File: src/rtl/kernel_call_harness.sv
// kernel_call_harness: drives a kernel's start pulse, checks each return value.
// Define KERNEL_CALL_HARNESS_TIMEOUT_EN to build the per-invocation watchdog.
module kernel_call_harness #(
  parameter logic [31:0] EXPECTED     = 32'd0,
  parameter int          RUNS         = 1,
  parameter int          START_CYCLES = 2,
  parameter int          TIMEOUT      = 1000
) (
  input  logic        __clk,
  input  logic        __resetn,
  input  logic        go,
  output logic        k_start,
  input  logic        k_valid,
  input  logic [31:0] k_retval,
  output logic        busy,
  output logic        done,
  output logic        pass,
  output logic        timeout,
  output logic [31:0] last_retval,
  output logic [15:0] err_count,
  output logic [15:0] run_count
);

  if (RUNS < 1 || RUNS > 65535 || START_CYCLES < 1 || TIMEOUT < 2) begin : g_bad_cfg
    $error("kernel_call_harness: illegal parameter set");
  end

  typedef enum logic [2:0] {
    IDLE,
    START,
    WAIT,
    GAP,
    DONE
  } state_t;

  localparam int          SCW     = $clog2(START_CYCLES + 1);
  localparam logic [SCW-1:0] SC_LAST = SCW'(START_CYCLES - 1);
  localparam logic [15:0] RUNS_W  = 16'(RUNS);

  state_t         state, state_d;
  logic [SCW-1:0] scnt, scnt_d;
  logic [31:0]    retval_d;
  logic [15:0]    err_d, run_d;
  logic           pass_d;
  logic           wd_fire;

`ifdef KERNEL_CALL_HARNESS_TIMEOUT_EN
  localparam int             WDW     = $clog2(TIMEOUT + 1);
  localparam logic [WDW-1:0] TO_LAST = WDW'(TIMEOUT - 1);

  logic [WDW-1:0] wd, wd_d;
  logic           to_d;

  assign wd_fire = (wd == TO_LAST);
`else
  assign wd_fire = 1'b0;
  assign timeout = 1'b0;
`endif

  always_comb begin
    state_d  = state;
    scnt_d   = scnt;
    retval_d = last_retval;
    err_d    = err_count;
    run_d    = run_count;
    pass_d   = pass;
`ifdef KERNEL_CALL_HARNESS_TIMEOUT_EN
    wd_d     = wd;
    to_d     = timeout;
`endif
    unique case (state)
      IDLE, DONE: begin
        if (go) begin
          state_d = START;
          scnt_d  = '0;
          err_d   = '0;
          run_d   = '0;
          pass_d  = 1'b0;
`ifdef KERNEL_CALL_HARNESS_TIMEOUT_EN
          wd_d    = '0;
          to_d    = 1'b0;
`endif
        end
      end
      START, WAIT: begin
        if (state == START) scnt_d = scnt + SCW'(1);
`ifdef KERNEL_CALL_HARNESS_TIMEOUT_EN
        wd_d = wd + WDW'(1);
`endif
        // a completion wins over both the watchdog and the START hold time
        if (k_valid) begin
          retval_d = k_retval;
          if (k_retval != EXPECTED && err_count != 16'hFFFF)
            err_d = err_count + 16'd1;
          run_d = run_count + 16'd1;
          if (run_d == RUNS_W) begin
            state_d = DONE;
            pass_d  = (err_d == 16'd0) && !timeout;
          end else begin
            state_d = GAP;
          end
        end else if (wd_fire) begin
          state_d = DONE;
          pass_d  = 1'b0;
`ifdef KERNEL_CALL_HARNESS_TIMEOUT_EN
          to_d    = 1'b1;
`endif
        end else if (state == START && scnt == SC_LAST) begin
          state_d = WAIT;
        end
      end
      GAP: begin
        state_d = START;
        scnt_d  = '0;
`ifdef KERNEL_CALL_HARNESS_TIMEOUT_EN
        wd_d    = '0;
`endif
      end
      default: state_d = IDLE;
    endcase
  end

  always_ff @(posedge __clk or negedge __resetn) begin
    if (!__resetn) begin
      state       <= IDLE;
      scnt        <= '0;
      k_start     <= 1'b0;
      busy        <= 1'b0;
      done        <= 1'b0;
      pass        <= 1'b0;
      last_retval <= '0;
      err_count   <= '0;
      run_count   <= '0;
    end else begin
      state       <= state_d;
      scnt        <= scnt_d;
      k_start     <= (state_d == START);
      busy        <= (state_d == START) || (state_d == WAIT) ||
                     (state_d == GAP);
      done        <= (state_d == DONE);
      pass        <= pass_d;
      last_retval <= retval_d;
      err_count   <= err_d;
      run_count   <= run_d;
    end
  end

`ifdef KERNEL_CALL_HARNESS_TIMEOUT_EN
  always_ff @(posedge __clk or negedge __resetn) begin
    if (!__resetn) begin
      wd      <= '0;
      timeout <= 1'b0;
    end else begin
      wd      <= wd_d;
      timeout <= to_d;
    end
  end
`endif

endmodule

File: config.mk
export PLATFORM = sky130hd
export DESIGN_NAME = kernel_call_harness
export DESIGN_NICKNAME = d
export VERILOG_FILES = /design/src/rtl/kernel_call_harness.sv
export SDC_FILE = /design/constraint.sdc
export NUM_CORES = 1
export LEC_CHECK = 0
export CAP_MARGIN = 20
export CORE_AREA = 2 2 121 76
export DETAILED_ROUTE_END_ITERATION = 10
export DIE_AREA = 0 0 123 78
export GPL_ROUTABILITY_DRIVEN = 0
export PLACE_DENSITY_LB_ADDON = 0.15
export SLEW_MARGIN = 20
export SYNTH_ARGS = -nofsm -noshare
export SYNTH_HDL_FRONTEND = slang
export SYNTH_SLANG_ARGS = --single-unit
File: constraint.sdc
create_clock -name __clk -period 2.84 [get_ports __clk]
set_input_delay 0.71 -clock __clk [delete_from_list [all_inputs] [get_ports __clk]]
set_output_delay 0.71 -clock __clk [all_outputs]
set_load 0.05 [all_outputs]
Word level (Yosys, flattened, before mapping)
Index checks and enable logic that the tools add are counted.
{"block": "totals", "register_bits": 73, "inputBits": 36, "word_cells": 62}
{"block": "classes", "add_sub_neg": 3, "eq_ne": 15, "n_mux": 20, "reduce_logical": 15}
{"op": "two-way mux 16 bit", "n": 6}
{"op": "case mux 16 bit (2 select lines)", "n": 2}
{"op": "adder 16 x 1 -> 16 bit (second input constant)", "n": 2}
{"op": "nonzero test 32 bit", "n": 1}
{"op": "equality test 16 x 1 -> 1 bit (second input constant)", "n": 1}
{"op": "zero test 16 bit", "n": 1}
{"op": "!= test 16 bit (second input constant)", "n": 1}
{"op": "equality test 3 x 2 -> 1 bit (second input constant)", "n": 4}
{"op": "two-way mux 3 bit", "n": 4}
{"op": "case mux 3 bit (3 select lines)", "n": 1}
{"op": "!= test 2 bit (second input constant)", "n": 4}
{"op": "equality test 3 x 1 -> 1 bit (second input constant)", "n": 2}
{"op": "equality test 3 bit (second input constant)", "n": 2}
{"op": "case mux 2 bit (3 select lines)", "n": 1}
{"op": "AND reduction 3 bit", "n": 2}
{"op": "two-way mux 2 bit", "n": 2}
{"op": "AND reduction 4 bit", "n": 1}
{"op": "OR reduction 2 bit", "n": 2}
{"op": "zero test 3 bit", "n": 1}
{"op": "two-way mux 1 bit", "n": 3}
{"op": "nonzero test 3 bit", "n": 1}
{"op": "adder 2 x 1 -> 2 bit (second input constant)", "n": 1}
{"op": "equality test 2 x 1 -> 1 bit (second input constant)", "n": 1}
{"op": "logical AND 1 bit", "n": 2}
{"op": "4 further kinds", "n": 5}

Depth between registers and ports, before layout
Gate-level depths: netlist of the first run.
{"block": "logic_depth", "depth_word": 9, "depth_mapped": 9}

Least setup slack after synthesis of the first run
OpenSTA, ideal clock, no wires.
{"block": "synth_path", "path_kind": "reg-to-reg", "from": "register run_count[0]", "to": "register pass", "setup_ps": 79, "t_arrival_ps": 2570, "setup_slack_ps": 191, "stages_incl_launch_ff": 9, "n_path_buf": 0, "path_cell_list": "dfrtp_1 ha_1 and4_1 nand4_1 xor2_1 nand3_1 or4_4 a21oi_2 mux2i_1"}
{"block": "synth_via", "elab_chain_len": 4}
{"element": "start: declaration", "line_no": "21", "rtl": "output logic [15:0] run_count"}
{"element": "start signal: assignment", "line_no": "144", "rtl": "run_count <= run_d;"}
{"element": "adder 16 x 1 -> 16 bit", "line_no": "95", "rtl": "run_d = run_count + 16'd1;"}
{"element": "equality test 16 x 1 -> 1 bit", "line_no": "96", "rtl": "if (run_d == RUNS_W) begin"}
{"element": "!= test 2 bit (no source line)"}
{"element": "AND reduction 4 bit (no source line)"}
{"element": "end signal: assignment", "line_no": "141", "rtl": "pass <= pass_d;"}
{"element": "end: declaration", "line_no": "17", "rtl": "output logic pass,"}
Every way passes these cells.
A chain may end at the register's enable or synchronous reset.

Worst setup path in the final report of the first run
{"block": "layout_path", "from": "input k_retval[18]", "to": "register pass"}
{"block": "layout_via", "elab_chain_len": 9}
{"element": "start: declaration", "line_no": "14", "rtl": "input logic [31:0] k_retval,"}
{"element": "nonzero test 32 bit", "line_no": "93", "rtl": "if (k_retval != EXPECTED && err_count != 16'hFFFF)"}
{"element": "logical AND 1 bit", "line_no": "93"}
{"element": "two-way mux 16 bit", "line_no": "93"}
{"element": "two-way mux 16 bit", "line_no": "91", "rtl": "if (k_valid) begin"}
{"element": "two-way mux 16 bit", "line_no": "71", "rtl": "unique case (state)"}
{"element": "zero test 16 bit", "line_no": "98", "rtl": "pass_d = (err_d == 16'd0) && !timeout;"}
{"element": "two-way mux 1 bit", "line_no": "96"}
{"element": "two-way mux 1 bit", "line_no": "91"}
{"element": "case mux 1 bit (2 select lines)", "line_no": "71"}
Every way passes these cells. The select of a mux whose other input is x is not followed.

==> impl_metrics.prom, run 1 <==
# TYPE chip_impl_metric gauge
chip_impl_metric{name="die_area",unit="sq mm"} 0.00959
chip_impl_metric{name="vertical_die_dimension",unit="um"} 78
chip_impl_metric{name="htree_num_levels",unit=""} 3
chip_impl_metric{name="grt_pass1_wl",unit="um"} 19200
chip_impl_metric{name="worst_path_maximum_fanout",unit=""} 4
chip_impl_metric{name="initial_utilization",unit=""} 0.482
chip_impl_metric{name="yosys_warnings",unit=""} 0
chip_impl_metric{name="syn_to_final_growth",unit="%"} 38.6
chip_impl_metric{name="hold_vio_cnt_final",unit=""} 0
chip_impl_metric{name="wirelength",unit="um"} 11400
chip_impl_info{name="cp-start-kind",value="input port"} 1
chip_impl_info{name="synth_top_family_by_area",value="simple AND/OR/NAND/NOR gates"} 1
chip_impl_info{name="tritoncts",value="yes"} 1
chip_impl_metric{name="total_leakage_power",unit="nW"} 2.42
chip_impl_metric{name="power_density",unit="mW/mm^2"} 922
chip_impl_metric{name="drv_slew",unit=""} 0
chip_impl_metric{name="period_minus_slack",unit="ps"} 2690
chip_impl_metric{name="antenna_violating_nets_post_route",unit=""} 0
chip_impl_metric{name="post_synth_and_or_nand_nor_area_fraction",unit=""} 0.296
chip_impl_info{name="regToRegEndpoint",value="busy"} 1
chip_impl_info{name="hold_path_end",value="last_retval[7]"} 1
chip_impl_metric{name="netlist.area_leader.share",unit=""} 0.452
chip_impl_metric{name="antenna_found_initial",unit=""} 0
chip_impl_metric{name="fraction_of_final_layout_cells_with_drive_strength_greater_than_1",unit=""} 0.114
chip_impl_metric{name="post_synth_xor_area_fraction",unit=""} 0.0173
chip_impl_metric{name="post_place_instance_area",unit="sq mm"} 0.00529
chip_impl_metric{name="vdd.ir_drop.worst",unit="mV"} 0.741
chip_impl_metric{name="postSynthNetCount",unit=""} 514
chip_impl_metric{name="design_area",unit="sq mm"} 0.00561
chip_impl_metric{name="routed-via-count",unit=""} 3962
chip_impl_metric{name="post_synth_num_cell_types",unit=""} 57
chip_impl_metric{name="final.setup.tns",unit="ps"} 0
chip_impl_metric{name="number_of_i_o_port_buffers",unit=""} 103
chip_impl_metric{name="max_clock_freq",unit="GHz"} 0.371
chip_impl_metric{name="placementRows",unit=""} 26
chip_impl_metric{name="synth.yosys.seq_area_share",unit=""} 0.452
chip_impl_metric{name="dp.final_hpwl",unit="um"} 7780
chip_impl_info{name="cts_root_buf",value="clkbuf_16"} 1
chip_impl_metric{name="worstPathRequired",unit="ps"} 3110
chip_impl_metric{name="asyncSetResetFlopFracSynth",unit=""} 1.00
chip_impl_metric{name="synth-edff-count",unit=""} 0
chip_impl_metric{name="first_global_vias",unit=""} 3732
chip_impl_metric{name="holdPathStages",unit=""} 2
chip_impl_info{name="synthDominantAreaCellType",value="dfrtp_1"} 1
chip_impl_metric{name="cts.clk_slew.worst_paths",unit="ps"} 60
chip_impl_metric{name="ff2ff_setup_slack",unit="ps"} 220
chip_impl_metric{name="grt_start_max_net_pins",unit=""} 74
chip_impl_metric{name="synth-compound-area-share",unit=""} 0.163
chip_impl_metric{name="cts.sink_count",unit=""} 73
chip_impl_metric{name="syn_area_per_cell",unit="sq um"} 8.53
chip_impl_metric{name="tritoncts_buffers",unit=""} 9
chip_impl_metric{name="clock_path_buffers",unit=""} 2
chip_impl_metric{name="postLayoutSetupSlackWorst",unit="ps"} 146
chip_impl_info{name="launch_point_of_the_worst_reg_to_reg_path",value="run_count[0]"} 1
chip_impl_metric{name="timing.final.crit_share",unit=""} 0.949
chip_impl_metric{name="num_io_pins",unit=""} 105
chip_impl_metric{name="slew_headroom",unit=""} 0.357
chip_impl_metric{name="cts_hold_repair.buffers",unit=""} 0
chip_impl_metric{name="design.core.area",unit="sq mm"} 0.00839
chip_impl_metric{name="syn_inst",unit=""} 474
chip_impl_metric{name="finalPower",unit="mW"} 5.17
chip_impl_metric{name="slew_at_the_pin_closest_to_its_max_slew_limit",unit="ps"} 964
chip_impl_info{name="worstSetupPathType",value="input port to register"} 1
chip_impl_metric{name="drt_pass1_iterations",unit=""} 5
chip_impl_metric{name="routed_wire_per_std_cell",unit="um"} 16.3
chip_impl_metric{name="r2r_cells",unit=""} 9
chip_impl_metric{name="post_synth_instance_area",unit="sq mm"} 0.00404
chip_impl_metric{name="antenna_cells_inserted",unit=""} 0
chip_impl_info{name="synth_top_flop_cell",value="dfrtp_1"} 1
chip_impl_metric{name="nets",unit=""} 622
chip_impl_metric{name="muxShareOfSynthArea",unit=""} 0.0173
chip_impl_metric{name="arrival",unit="ps"} 2960
chip_impl_metric{name="finClkSkew",unit="ps"} 6.18
chip_impl_metric{name="synth.ff_latch_count",unit=""} 73
chip_impl_metric{name="area_share_of_fa_ha_maj_cells_after_synthesis",unit=""} 0.0124
chip_impl_metric{name="track_usage",unit=""} 0.256
chip_impl_info{name="most_area_consuming_cells_after_synthesis",value="dfrtp_1, nand2_1, o21ai_0"} 1
chip_impl_info{name="outcome",value="finished, final reports clean"} 1
chip_impl_metric{name="setup_viol",unit=""} 0
chip_impl_metric{name="drc",unit=""} 0
chip_impl_info{name="holdCritPathClass",value="register to register"} 1
chip_impl_metric{name="dp_slack",unit="ps"} -263
chip_impl_info{name="worst_setup_path_end_kind",value="register"} 1
chip_impl_metric{name="die_w",unit="um"} 123
chip_impl_metric{name="via_per_inst",unit=""} 5.67
chip_impl_metric{name="timing.max_cap.violations",unit=""} 0
chip_impl_metric{name="insertion_delay",unit="ps"} 340
chip_impl_info{name="hold_path.startpoint",value="last_retval[7]"} 1
chip_impl_metric{name="grt_remaining_overflow",unit=""} 0
chip_impl_metric{name="detailedRoute.firstIterationViolations",unit=""} 446
==> cells in the mapped netlist, types with 5 or more instances <==
cell type / number
dfrtp_1: 73
nand4_1: 16
nand2_1: 122
xnor2_1: 5
and2_1: 5
nand3_1: 12
nor2_1: 23
a21oi_1: 14
a211oi_1: 5
mux2i_1: 7
and3_1: 7
nor3_1: 9
a31oi_1: 6
clkbuf_1: 21
nor4_1: 13
o21ai_0: 53
o31ai_1: 7
and4_1: 7
buf_2: 5
inv_1: 6
==> flip-flops by register name (all words and copies together) (netlist names) <==
| signal | cells |
|---|---|
| state | 3 |
| pass | 1 |
| scnt | 2 |
| busy | 1 |
| run_count | 16 |
| last_retval | 32 |
| done | 1 |
| err_count | 16 |
| k_start | 1 |
==> cell usage in the layout (no fill, tap or decap), drive strengths merged, types with 2 or more instances in the layout <==
cell type,count
a21boi,2
a21oi,15
mux2i,7
clkdlybuf4s50,102
o2111ai,2
xnor2,5
nor3,11
a41oi,3
buf,28
xor2,3
nor2b,2
nor4,14
nor2,23
a31oi,6
dfrtp,73
o21a,2
nand2,123
o21bai,2
nand3,13
a211oi,5
nand2b,4
o21ai,53
and3,8
inv,6
or4,2
o32ai,2
and4,7
o31ai,7
and2,5
clkbuf,9
ha,4
clkinv,6
nand4,18
==> per-layer routing <==
layer,wire length (um),track usage,share of wire
met5,0,0,0
met1,5380,0.364,0.47
met3,823,0.0779,0.072
met2,5110,0.372,0.45
met4,111,0.0830,0.0097
==> kinds of logic after synthesis <==
family,count (synthesis)
other cells,1
xor+xnor,8
flops,73
simple gates,236
mux,7
fa+ha+maj,4
buf+inv,39
compound gates,106
==> per-stage QoR <==
stage / utilization / instances / hold slack, ps
CTS: 0.661 / 697 / 475
global route: 0.668 / 699 / 481
finish: 0.668 / 699 / 470
detailed placement: 0.630 / 681 / 463
floorplan: - / 474 / 414
global placement: 0.630 / 681 / 456
==> how the worst max path moves through the flow <==
stage,startpoint,cells past startpoint,slack [ps],endpoint
final,k_retval[18],9,150,pass
after global routing,k_retval[19],9,-20,pass
after CTS,k_retval[27],8,100,pass
after detailed placement,k_retval[27],8,-260,pass
after global placement,k_retval[27],8,-290,pass
after floorplan,run_count[0],8,190,pass
==> worst max-delay path: stages <==
cell and delay, ps:
clkdlybuf4s50_1 420, nor4_1 340, buf_4 170, nand4_1 210, o2111ai_2 280, mux2i_1 310
o221ai_1 150, nand4b_1 210, mux2i_1 140
==> area by class of cell <==
class / instances / area, sq um
fill: 688 / 2790
multi-input combinational: 362 / 2100
sequential: 73 / 1830
timing repair buffer: 130 / 1260
clock buffer: 9 / 225
tap: 112 / 140
clock inverter: 7 / 37.5
inverter: 6 / 22.5
==> repair_timing <==
item,CTS,global route
setup endpoints to repair,0,2
gates resized for setup,0,9
setup buffers,0,2
==> power breakdown <==
group / total, mW / internal (mW) / switching (mW)
clock network: 1.03 / 0.581 / 0.445
logic: 2.59 / 0.870 / 1.72
registers: 1.55 / 1.34 / 0.217
(Power assumes the default switching activity.)
==> inputs of run 2 (changes only) <==
--- a/config.mk
+++ b/config.mk
@@ -6,9 +6,9 @@
 export NUM_CORES = 1
 export LEC_CHECK = 0
 export CAP_MARGIN = 20
-export CORE_AREA = 2 2 121 76
+export CORE_AREA = 5 5 124 79
 export DETAILED_ROUTE_END_ITERATION = 10
-export DIE_AREA = 0 0 123 78
+export DIE_AREA = 0 0 129 84
 export GPL_ROUTABILITY_DRIVEN = 0
 export PLACE_DENSITY_LB_ADDON = 0.15
 export SLEW_MARGIN = 20
==> impl_metrics.prom, run 2 (same netlist as run 1, synthesis figures left out) <==
# TYPE chip_impl_metric gauge
chip_impl_metric{name="finClkSkew",unit="ps"} 5.02
chip_impl_info{name="regToRegEndpoint",value="busy"} 1
chip_impl_info{name="outcome",value="finished, final reports clean"} 1
chip_impl_metric{name="design_area",unit="sq mm"} 0.00562
chip_impl_metric{name="nets",unit=""} 619
chip_impl_metric{name="via_per_inst",unit=""} 5.60
chip_impl_metric{name="drv_slew",unit=""} 0
chip_impl_metric{name="arrival",unit="ps"} 3060
chip_impl_info{name="final_cell_mix",value="nand2_1, clkdlybuf4s50_1, dfrtp_1"} 1
chip_impl_metric{name="worstPathRequired",unit="ps"} 3100
chip_impl_metric{name="die_w",unit="um"} 129
chip_impl_metric{name="cts.clk_slew.worst_paths",unit="ps"} 60
chip_impl_metric{name="r2r_cells",unit=""} 9
chip_impl_metric{name="worst_path_maximum_fanout",unit=""} 4
chip_impl_metric{name="htree_num_levels",unit=""} 3
chip_impl_metric{name="timing.final.crit_share",unit=""} 0.987
chip_impl_info{name="most_frequent_standard_cell_in_the_layout_excluding_fill_and_tap_cells",value="nand2_1"} 1
chip_impl_info{name="largest_register",value="last_retval"} 1
chip_impl_metric{name="vertical_die_dimension",unit="um"} 84
chip_impl_metric{name="tritoncts_buffers",unit=""} 9
chip_impl_metric{name="vdd.ir_drop.worst",unit="mV"} 0.545
chip_impl_metric{name="slew_at_the_pin_closest_to_its_max_slew_limit",unit="ps"} 623
chip_impl_metric{name="drt_pass1_iterations",unit=""} 5
chip_impl_metric{name="postLayoutSetupSlackWorst",unit="ps"} 36.9
chip_impl_metric{name="ff2ff_setup_slack",unit="ps"} 270
chip_impl_info{name="holdCritPathClass",value="input port to async pin"} 1
chip_impl_metric{name="antenna_found_initial",unit=""} 0
chip_impl_metric{name="holdWs",unit="ps"} 355
chip_impl_info{name="critPathCapture",value="pass"} 1
chip_impl_metric{name="track_usage",unit=""} 0.218
chip_impl_info{name="top_regs",value="last_retval x32, err_count x16, run_count x16"} 1
chip_impl_metric{name="timing.max_cap.violations",unit=""} 0
chip_impl_metric{name="dp_slack",unit="ps"} -292
chip_impl_metric{name="insertion_delay",unit="ps"} 330
chip_impl_metric{name="setup_viol",unit=""} 0
chip_impl_info{name="tritoncts",value="yes"} 1
chip_impl_metric{name="slew_headroom",unit=""} 0.581
chip_impl_metric{name="num_io_pins",unit=""} 105
chip_impl_metric{name="initial_utilization",unit=""} 0.464
chip_impl_metric{name="finalPower",unit="mW"} 5.23
chip_impl_metric{name="cts.sink_count",unit=""} 73
chip_impl_info{name="launch_point_of_the_worst_reg_to_reg_path",value="run_count[0]"} 1
chip_impl_metric{name="total_leakage_power",unit="nW"} 2.42
chip_impl_metric{name="power_density",unit="mW/mm^2"} 931
chip_impl_metric{name="period_minus_slack",unit="ps"} 2800
chip_impl_metric{name="first_global_vias",unit=""} 3581
chip_impl_metric{name="fraction_of_final_layout_cells_with_drive_strength_greater_than_1",unit=""} 0.110
chip_impl_metric{name="grt_remaining_overflow",unit=""} 0
chip_impl_metric{name="wirelength",unit="um"} 11300
chip_impl_metric{name="drc",unit=""} 0
chip_impl_metric{name="routed_wire_per_std_cell",unit="um"} 16.1
chip_impl_metric{name="hold_vio_cnt_final",unit=""} 0
chip_impl_info{name="worstSetupPathType",value="input port to register"} 1
chip_impl_metric{name="dp.final_hpwl",unit="um"} 8140
chip_impl_metric{name="placementRows",unit=""} 27
chip_impl_metric{name="antenna_violating_nets_post_route",unit=""} 0
chip_impl_metric{name="design.core.area",unit="sq mm"} 0.00872
chip_impl_metric{name="post_place_instance_area",unit="sq mm"} 0.00528
chip_impl_info{name="cts_root_buf",value="clkbuf_16"} 1
chip_impl_metric{name="grt_start_max_net_pins",unit=""} 54
chip_impl_metric{name="grt_pass1_wl",unit="um"} 19100
chip_impl_metric{name="detailedRoute.firstIterationViolations",unit=""} 320
chip_impl_metric{name="post_cts.repair.setup_buffers",unit=""} 0
chip_impl_metric{name="syn_to_final_growth",unit="%"} 39.0
chip_impl_metric{name="clock_path_buffers",unit=""} 2
chip_impl_metric{name="antenna_cells_inserted",unit=""} 0
chip_impl_info{name="cp-start-kind",value="input port"} 1
chip_impl_metric{name="routed-via-count",unit=""} 3923
chip_impl_metric{name="largest_register_ff_count",unit=""} 32
chip_impl_metric{name="number_of_i_o_port_buffers",unit=""} 103
chip_impl_metric{name="max_clock_freq",unit="GHz"} 0.357
chip_impl_metric{name="die_area",unit="sq mm"} 0.0108
chip_impl_info{name="worst_setup_path_end_kind",value="register"} 1
chip_impl_info{name="launching_element_of_the_worst_setup_path",value="k_retval[2]"} 1
[run 2: stage by stage]
stage	instances	setup TNS [ps]	utilization
4_1_cts	700	0	0.640
3_5_place_dp	684	-958	0.606
3_3_place_gp	684	-639	0.606
5_1_grt	700	-39.7	0.645
2_1_floorplan	474	0	-
6_report	700	0	0.645
[run 2: critical path: stages]
cell,delay [ps]
clkdlybuf4s50_1,450
nor4_2,380
buf_4,180
nand4_1,260
o2111ai_2,310
mux2i_2,280
o221ai_1,160
nand4b_1,200
mux2i_1,140
[run 2: cell type report]
| class | instances | area [sq um] |
|---|---|---|
| clock buffer | 10 | 239 |
| clock inverter | 6 | 57.6 |
| fill | 735 | 3100 |
| inverter | 6 | 22.5 |
| multi-input combinational | 362 | 2100 |
| sequential | 73 | 1830 |
| tap | 116 | 145 |
| timing repair buffer | 127 | 1230 |
[run 2: worst min-delay path by stage]
| stage | start | endpoint | slack, ps | depth (start not counted) |
|---|---|---|---|---|
| after CTS | __resetn | last_retval[17] | 360 | 1 |
| after global routing | __resetn | last_retval[17] | 400 | 1 |
| after global placement | last_retval[23] | last_retval[23] | 460 | 2 |
| final | __resetn | last_retval[17] | 350 | 1 |
| after floorplan | __resetn | busy | 410 | 0 |
| after detailed placement | last_retval[30] | last_retval[30] | 460 | 2 |
[run 2: layer usage]
metal | global-route usage | wire (um) | vias up
li1 | - | - | 1892
met1 | 0.345 | 5490 | 1876
met2 | 0.292 | 4830 | 147
met3 | 0.0633 | 906 | 8
met4 | 0.0400 | 77 | 0
met5 | 0 | 0 | -
[run 2: power breakdown]
| part | switching [mW] | internal (mW) |
|---|---|---|
| registers | 0.217 | 1.34 |
| clock network | 0.421 | 0.697 |
| logic | 1.70 | 0.859 |
| total | 2.34 | 2.89 |
[run 2: repair_timing]
item	4_1_cts	5_1_grt
gates resized for setup	0	8
endpoints found under the setup margin	0	1
hold buffers	0	0
==> inputs of run 3 (changes only) <==
==> constraint.sdc (replaced) <==
create_clock -name __clk -period 3.1 [get_ports __clk]
set_input_delay 0.775 -clock __clk [delete_from_list [all_inputs] [get_ports __clk]]
set_output_delay 0.775 -clock __clk [all_outputs]
set_load 0.05 [all_outputs]
==> impl_metrics.prom, run 3 (same netlist as run 1, synthesis figures left out) <==
# TYPE chip_impl_metric gauge
chip_impl_info{name="outcome",value="finished, final reports clean"} 1
chip_impl_metric{name="die_area",unit="sq mm"} 0.0108
chip_impl_metric{name="grt_start_max_net_pins",unit=""} 54
chip_impl_metric{name="placementRows",unit=""} 27
chip_impl_metric{name="nets",unit=""} 613
chip_impl_metric{name="total_leakage_power",unit="nW"} 2.36
chip_impl_metric{name="timing.final.crit_share",unit=""} 0.886
chip_impl_metric{name="area_of_the_multi_input_gates",unit="sq mm"} 0.00206
chip_impl_metric{name="netSwitchingPower",unit="mW"} 2.15
chip_impl_info{name="worst_setup_path_end_kind",value="register"} 1
chip_impl_metric{name="insertion_delay",unit="ps"} 340
chip_impl_metric{name="first_global_vias",unit=""} 3620
chip_impl_metric{name="arrival",unit="ps"} 3010
chip_impl_metric{name="tritoncts_buffers",unit=""} 9
chip_impl_metric{name="finClkSkew",unit="ps"} 8.84
chip_impl_metric{name="via_per_inst",unit=""} 5.61
chip_impl_metric{name="cts.clk_slew.worst_paths",unit="ps"} 60
chip_impl_info{name="final_cell_mix",value="nand2_1, clkdlybuf4s50_1, dfrtp_1"} 1
chip_impl_info{name="launching_element_of_the_worst_setup_path",value="k_retval[18]"} 1
chip_impl_metric{name="post_cts_resize_count",unit=""} 0
chip_impl_metric{name="finalPower",unit="mW"} 4.69
chip_impl_info{name="most_frequent_standard_cell_in_the_layout_excluding_fill_and_tap_cells",value="nand2_1"} 1
chip_impl_metric{name="worst_path_maximum_fanout",unit=""} 4
chip_impl_metric{name="share_seq_of_total_power",unit=""} 0.303
chip_impl_metric{name="filler_cell_count",unit=""} 737
chip_impl_metric{name="num_io_pins",unit=""} 105
chip_impl_info{name="critPathCapture",value="pass"} 1
chip_impl_info{name="cts_root_buf",value="clkbuf_16"} 1
chip_impl_info{name="tritoncts",value="yes"} 1
chip_impl_metric{name="antenna_violating_nets_post_route",unit=""} 0
chip_impl_metric{name="p_comb_frac",unit=""} 0.498
chip_impl_metric{name="detailedRoute.firstIterationViolations",unit=""} 217
chip_impl_metric{name="routed_wire_per_std_cell",unit="um"} 16.3
chip_impl_metric{name="clockPowerShare",unit=""} 0.199
chip_impl_metric{name="grt_remaining_overflow",unit=""} 0
chip_impl_info{name="top_regs",value="last_retval x32, err_count x16, run_count x16"} 1
chip_impl_metric{name="antenna_found_initial",unit=""} 0
chip_impl_metric{name="routed-via-count",unit=""} 3893
chip_impl_info{name="launch_point_of_the_worst_reg_to_reg_path",value="run_count[0]"} 1
chip_impl_metric{name="design.core.area",unit="sq mm"} 0.00872
chip_impl_metric{name="power_density",unit="mW/mm^2"} 856
chip_impl_metric{name="final.setup.tns",unit="ps"} 0
chip_impl_info{name="holdCritPathClass",value="input port to async pin"} 1
chip_impl_metric{name="worstPathRequired",unit="ps"} 3360
chip_impl_metric{name="largest_register_ff_count",unit=""} 32
chip_impl_metric{name="vdd.ir_drop.worst",unit="mV"} 0.574
chip_impl_metric{name="fraction_of_final_layout_cells_with_drive_strength_greater_than_1",unit=""} 0.0848
chip_impl_metric{name="antenna_cells_inserted",unit=""} 0
chip_impl_metric{name="timing.max_cap.violations",unit=""} 0
chip_impl_metric{name="period_minus_slack",unit="ps"} 2750
chip_impl_metric{name="ff2ff_setup_slack",unit="ps"} 440
chip_impl_metric{name="dp.final_hpwl",unit="um"} 8010
chip_impl_metric{name="placed_cells",unit=""} 678
chip_impl_metric{name="max_clock_freq",unit="GHz"} 0.364
chip_impl_metric{name="post_cts.repair.setup_buffers",unit=""} 0
chip_impl_metric{name="hold_vio_cnt_final",unit=""} 0
chip_impl_info{name="cp-start-kind",value="input port"} 1
chip_impl_info{name="regToRegEndpoint",value="busy"} 1
chip_impl_metric{name="drc",unit=""} 0
chip_impl_metric{name="r2r_cells",unit=""} 9
chip_impl_metric{name="vertical_die_dimension",unit="um"} 84
chip_impl_info{name="largest_register",value="last_retval"} 1
chip_impl_metric{name="slew_headroom",unit=""} 0.341
chip_impl_info{name="worstSetupPathType",value="input port to register"} 1
chip_impl_metric{name="design_area",unit="sq mm"} 0.00548
chip_impl_metric{name="cts_hold_repair.buffers",unit=""} 0
chip_impl_metric{name="initial_utilization",unit=""} 0.464
chip_impl_metric{name="wirelength",unit="um"} 11300
chip_impl_metric{name="p_int",unit="mW"} 2.53
chip_impl_metric{name="syn_to_final_growth",unit="%"} 35.4
chip_impl_metric{name="sw_frac_of_total",unit=""} 0.460
chip_impl_metric{name="drt_pass1_iterations",unit=""} 4
chip_impl_metric{name="die_w",unit="um"} 129
chip_impl_metric{name="post_layout_nonfiller_instances",unit=""} 694
chip_impl_metric{name="drv_slew",unit=""} 0
chip_impl_metric{name="slew_at_the_pin_closest_to_its_max_slew_limit",unit="ps"} 989
chip_impl_metric{name="cts.sink_count",unit=""} 73
chip_impl_info{name="rsz0062_at_grt",value="false"} 1
chip_impl_metric{name="fin_util",unit=""} 0.628
chip_impl_metric{name="setup_viol",unit=""} 0
chip_impl_metric{name="grt_pass1_wl",unit="um"} 18700
chip_impl_metric{name="number_of_i_o_port_buffers",unit=""} 103
chip_impl_metric{name="post_place_instance_area",unit="sq mm"} 0.00521
chip_impl_metric{name="clock_path_buffers",unit=""} 2
chip_impl_metric{name="htree_num_levels",unit=""} 3
chip_impl_metric{name="regArea",unit="sq mm"} 0.00183
chip_impl_metric{name="track_usage",unit=""} 0.216
run 3: cell count changes in the layout (fill, tap and decap cells not counted), moves of 2 or more:
cell	previous run	this run
buf_4	22	18
nor4_1	10	13
nor4_2	3	0
buf_12	2	0
o2111ai_1	0	2
o2111ai_2	2	0
run 3: how the worst min path moves through the flow:
stage                          startpoint               to  slack, ps  depth (start not counted)
final                            __resetn  last_retval[17]        230                          1
after global routing             __resetn  last_retval[20]        230                          1
after CTS                        __resetn  last_retval[17]        220                          1
after detailed placement   last_retval[2]   last_retval[2]        460                          2
after global placement    last_retval[26]  last_retval[26]        460                          2
after floorplan                  __resetn             busy        480                          0
run 3: routing by layer:
metal / vias up / share of wire / GRT usage
met2: 133 / 0.43 / 0.300
met3: 16 / 0.069 / 0.0716
met5: - / 0 / 0
met4: 0 / 0.012 / 0.0648
met1: 1858 / 0.48 / 0.318
li1: 1886 / - / -
run 3: cell type report:
class / instances / area share
timing repair buffer: 121 / 0.212
sequential: 73 / 0.334
clock inverter: 6 / 0.00640
tap: 116 / 0.0265
inverter: 6 / 0.00411
multi-input combinational: 362 / 0.375
clock buffer: 10 / 0.0418
run 3: power by group through the flow:
stage          clock, mW  combinational, mW  sequential (mW)
5_1_grt            0.997               2.49             1.46
4_1_cts            0.955               2.35             1.42
2_1_floorplan          0              0.709             2.24
6_report           0.934               2.33             1.42
3_5_place_dp           0               2.34             1.43
3_3_place_gp           0               2.31             1.42
run 3: critical path, stage by stage:
cell and delay, ps:
clkdlybuf4s50_1 420, nor4_1 370, buf_4 180, nand4_1 180, o2111ai_1 280, mux2i_1 280
a21boi_0 240, nand4b_1 120, mux2i_1 150
run 3: metrics by stage:
stage	worst slack (ps)	hold slack, ps
2_1_floorplan	451	479
3_3_place_gp	44.2	457
3_5_place_dp	32.8	462
4_1_cts	378	221
5_1_grt	126	226
6_report	354	227
